$ cat src/rtl/seq_det_pkg.sv
// Shared constants and helpers for the programmable serial pattern detector.
// The default pattern is stored LSB-aligned, wide enough for the longest pattern.
package seq_det_pkg;

  localparam int PAT_LEN_DEF = 4;
  localparam int PAT_LEN_MIN = 2;
  localparam int PAT_LEN_MAX = 16;
  localparam int CNT_W_DEF   = 8;

  localparam logic [PAT_LEN_MAX-1:0] DEFAULT_PAT_DEF = 16'h0006;

  typedef enum logic [1:0] {
    ACT_HOLD,
    ACT_LOAD,
    ACT_SHIFT
  } act_e;

  // A pattern load always wins over an incoming data bit.
  function automatic act_e decode_act(input logic load, input logic valid);
    if (load) begin
      return ACT_LOAD;
    end else if (valid) begin
      return ACT_SHIFT;
    end
    return ACT_HOLD;
  endfunction

endpackage

$ cat src/rtl/sat_counter.sv
// Saturating up-counter with a synchronous clear that wins over increment.
module sat_counter #(
  parameter int CNT_W = 8
) (
  input  logic             clock,
  input  logic             reset,
  input  logic             inc,
  input  logic             clr,
  output logic [CNT_W-1:0] count
);

  always_ff @(posedge clock or negedge reset) begin
    if (!reset) begin
      count <= '0;
    end else if (clr) begin
      count <= '0;
    end else if (inc && (count != {CNT_W{1'b1}})) begin
      count <= count + CNT_W'(1);
    end
  end

endmodule

$ cat src/rtl/seq_detect_prog.sv
// Moore serial pattern detector with a runtime-loadable pattern, an overlap mode
// and a saturating match count; seq_out rises the cycle after the final bit.
module seq_detect_prog
  import seq_det_pkg::*;
#(
  parameter int                 PAT_LEN     = PAT_LEN_DEF,
  parameter logic [PAT_LEN-1:0] DEFAULT_PAT = DEFAULT_PAT_DEF[PAT_LEN-1:0],
  parameter int                 CNT_W       = CNT_W_DEF
) (
  input  logic               clock,
  input  logic               reset,
  input  logic               seq_in,
  input  logic               in_valid,
  input  logic               overlap_en,
  input  logic               pat_load,
  input  logic [PAT_LEN-1:0] pat_in,
  input  logic               count_clr,
  output logic               seq_out,
  output logic [CNT_W-1:0]   match_count
);

  localparam int                FILL_W    = $clog2(PAT_LEN + 1);
  localparam logic [FILL_W-1:0] FILL_FULL = FILL_W'(PAT_LEN);

  logic [PAT_LEN-1:0] pat_q;
  logic [PAT_LEN-1:0] hist_q;
  logic [PAT_LEN-1:0] hist_next;
  logic [FILL_W-1:0]  fill_q;
  logic [FILL_W-1:0]  fill_next;
  logic               hit;
  act_e               act;

  // A match needs a full window of accepted bits, so a partially refilled
  // history can never alias onto the pattern through its zero padding.
  always_comb begin
    act       = decode_act(pat_load, in_valid);
    hist_next = {hist_q[PAT_LEN-2:0], seq_in};
    fill_next = (fill_q == FILL_FULL) ? FILL_FULL : fill_q + FILL_W'(1);
    hit       = (act == ACT_SHIFT) && (fill_next == FILL_FULL) && (hist_next == pat_q);
  end

  always_ff @(posedge clock or negedge reset) begin
    if (!reset) begin
      pat_q   <= DEFAULT_PAT;
      hist_q  <= '0;
      fill_q  <= '0;
      seq_out <= 1'b0;
    end else begin
      case (act)
        ACT_LOAD: begin
          pat_q   <= pat_in;
          hist_q  <= '0;
          fill_q  <= '0;
          seq_out <= 1'b0;
        end
        ACT_SHIFT: begin
          seq_out <= hit;
          if (hit && !overlap_en) begin
            hist_q <= '0;
            fill_q <= '0;
          end else begin
            hist_q <= hist_next;
            fill_q <= fill_next;
          end
        end
        default: begin
        end
      endcase
    end
  end

  sat_counter #(
    .CNT_W(CNT_W)
  ) u_match_cnt (
    .clock(clock),
    .reset(reset),
    .inc  (hit),
    .clr  (count_clr),
    .count(match_count)
  );

endmodule

$ cat config.mk
export PLATFORM = sky130hd
export DESIGN_NAME = seq_detect_prog
export DESIGN_NICKNAME = d
export VERILOG_FILES = /design/src/rtl/seq_det_pkg.sv /design/src/rtl/sat_counter.sv /design/src/rtl/seq_detect_prog.sv
export SDC_FILE = /design/constraint.sdc
export NUM_CORES = 1
export LEC_CHECK = 0
export ABC_AREA = 0
export BUFFER_PORTS_ARGS = -buffer_cell sky130_fd_sc_hd__buf_2
export CORE_MARGIN = 2
export CORE_UTILIZATION = 53
export CTS_CLUSTER_DIAMETER = 60
export CTS_CLUSTER_SIZE = 16
export DETAILED_ROUTE_END_ITERATION = 8
export PLACE_DENSITY_LB_ADDON = 0.1
export SLEW_MARGIN = 10
export SYNTH_ARGS = -nofsm -noshare
export SYNTH_HDL_FRONTEND = slang
export SYNTH_HIERARCHICAL = 1
export SYNTH_SLANG_ARGS = --single-unit
$ cat constraint.sdc
create_clock -name clock -period 3 [get_ports clock]
set_clock_uncertainty 0.2 [all_clocks]
set_input_delay 0.3 -clock clock [delete_from_list [all_inputs] [get_ports clock]]
set_output_delay 0.3 -clock clock [all_outputs]
set_load 0.05 [all_outputs]
==> impl_metrics.toml <==
[run_status]
status = "finished clean"

[detailed_routing]
wl_mm = 1.896
via_per_inst = 5.635
vias = 834
drt_first_pass_iters = 4
drt_iter0_drc = 15
routedWlPerCell_um = 12.81
drc = 0
ant_nets = 0

[floorplan]
fp.dieH_um = 48.53
die-area_um2 = 2355
initial_utilization = 0.5469
design.core.area_um2 = 1922
placementRows = 16
ioPinCount = 20
die_x_um = 48.53

[sta]
fin_ws_ns = 0.2690
hold_slack_ns = 0.02105
finalSetupViolCount = 0
rsz0062_at_grt = "no"
period_needed_ns = 2.731
slew_viol_final = 0
finalSetupTns_ns = 0
hold_viol = 0
worst_pin_slew_ns = 0.4183
finalCritPeriodShare = 0.9103
fmax_mhz = 366.2
slew_headroom = 0.7204

[setup_path]
crit_buf_inv = 1
worstSetupPathType = "flop to flop"
path_max_fanout = 10
worstSetupStartpointType = "flop"
end_kind = "flop"
critPathArrivalTime_ns = 2.72
critical_path.slowest_cell = "a2111oi_1"
crit_chain = "inv_1 > ha_1 > and3b_1 > nor4_2 > and4b_1 > nand3_1 > a2111oi_1 > nor3b_1"
cpLargestDelayFamily = "simple AND/OR/NAND/NOR gates"
critPathMaxStageDelay_ns = 0.48
cp.required_ns = 2.99

[pwr]
leakage_nw = 0.5619
power_density_nw_per_um2 = 383.2
vdd_drop_max_mv = 0.2724

[placed_design]
port_buffers = 19
dpl.cell_count = 143
dp_hpwl_mm = 1.329
pre_cts_ws_ns = 0.3569
gp_congestion = 0.8007

[synth]
ys_types = 44
avgSynthCellArea_um2 = 10.41
synth_seq_cells = 19
synth_cells = 101
synthArstFlopShare = 1.000
synth_fp_nets = 115
synth_edf_count = 0
synth-warning-count = 6
synth_area_um2 = 1051
yosysSeqAreaShare = 0.4548
ys.flop_type = "dfrtp_1"

[global_route]
grt_max_degree = 20
grt_pass1_wl_mm = 3.408
antenna_found_initial = 0
grt-ovfl-total = 0
grt_usage = 0.1893
first_global_vias = 750

[cts]
cts.sinks = 19
cts_buffer_depth = 2
clock_latency_ns = 0.31
cts.clk_slew.worst_paths_ns = 0.12
tritoncts = "yes"
clockRootBuffer = "clkbuf_4"
cts_buffers = 3
h-tree-depth = 1

[finish]
final_cell_mix = "buf_2, dfrtp_1, inv_1, nor2_1, mux2_2"
final_cells = 148
drive_above_1_share = 0.3140
syn_to_final_growth_pct = 14.05
n_antenna_cell = 0
final_nets = 136
layout_commonest_cell = "buf_2"

[job]
maxCapViolations = 0

[min_path]
hp-class = "input pin to flop"
==> stage by stage <==
| stage | power (mW) | cell area (um^2) | utilization |
|---|---|---|---|
| after global placement | 0.3266 | 1160 | 0.6035 |
| final | 0.4593 | 1199 | 0.6237 |
| after floorplan | 0.3098 | 1051 | - |
| after global routing | 0.4827 | 1199 | 0.6237 |
| after CTS | 0.4653 | 1197 | 0.6230 |
| after detailed placement | 0.3281 | 1160 | 0.6035 |
==> path summary, 6_finish.rpt <==
path | from | end | slack (ns) | cells after the start
min in group asynchronous | reset | fill_q[2]$_DFFE_PN0P_ | 0.25 | 2
hold reg to reg | seq_out$_DFFE_PN0P_ | seq_out$_DFFE_PN0P_ | 0.29 | 1
setup reg to reg | fill_q[0]$_DFFE_PN0P_ | u_match_cnt/count[5]$_DFFE_PN0P_ | 0.27 | 8
max in group asynchronous | reset | pat_q[1]$_DFFE_PN1N_ | 2.01 | 2
setup / recovery | fill_q[0]$_DFFE_PN0P_ | u_match_cnt/count[5]$_DFFE_PN0P_ | 0.27 | 8
hold / removal | pat_in[0] | pat_q[0]$_DFFE_PN0N_ | 0.02 | 2
==> synth_stat cells (2+ instances only) <==
cell type | number | area (um^2)
ha_1 | 3 | 37.54
nand3b_1 | 2 | 15.01
nor2b_1 | 3 | 18.77
mux2i_1 | 2 | 20.02
dfstp_2 | 2 | 52.55
nand3_1 | 2 | 10.01
inv_1 | 7 | 26.28
or3_1 | 2 | 12.51
a21oi_1 | 3 | 15.01
dfrtp_1 | 17 | 425.4
xor2_1 | 3 | 26.28
nand2_1 | 4 | 15.01
mux2_2 | 7 | 78.83
nand2b_1 | 4 | 25.02
nor3_1 | 4 | 20.02
clkbuf_1 | 2 | 7.510
nor2_1 | 7 | 26.28
==> power breakdown <==
group / switching [mW] / internal [mW]
combinational: 0.0271 / 0.0231
clock: 0.0858 / 0.0498
sequential: 0.00642 / 0.267
==> worst register-to-register path, cell delays in order (launching register included) <==
cell and delay [ns]:
dfrtp_1 0.41, inv_1 0.12, ha_1 0.19, and3b_1 0.19, nor4_2 0.28, and4b_1 0.43
nand3_1 0.21, a2111oi_1 0.48, nor3b_1 0.11
==> per-layer routing <==
metal,vias to the layer above,global-route usage,share of wire
met1,395,0.2710,0.48
met4,0,0.1048,0.025
met3,6,0.03395,0.048
met5,-,0,0
li1,408,-,-
met2,25,0.2731,0.44
==> logic make-up (layout without fill, tap and decap cells) <==
kind of cell	after synthesis	in the layout	synth area share
xor+xnor	4	4	0.03334
compound gates	15	15	0.1036
simple gates	40	40	0.2345
fa+ha+maj	3	3	0.03572
flops	19	19	0.4548
mux	9	9	0.09405
buf+inv	11	31	0.04405
==> layout make-up <==
| cell class | instances | area (um^2) |
|---|---|---|
| Clock buffer | 3 | 22.52 |
| Timing Repair Buffer | 20 | 105.1 |
| Fill cell | 179 | 723.2 |
| Sequential cell | 19 | 478.0 |
| Tap cell | 27 | 33.78 |
| Inverter | 7 | 26.28 |
| Multi-Input combinational cell | 71 | 528.0 |
| Clock inverter | 1 | 5.005 |
==> repair_timing <==
item,4_1_cts,5_1_grt
hold buffers,1,0
resized for setup,0,1
endpoints found under the hold margin,17,0
setup endpoints to repair,0,1
buffers inserted,0,0
==> sequential cells by signal (all words and copies together), names as in the netlist <==
| name | count |
|---|---|
| u_match_cnt/count | 8 |
| pat_q | 4 |
| fill_q | 3 |
| hist_q | 3 |
| seq_out | 1 |
No activity file was read; power rests on OpenSTA's default activity.
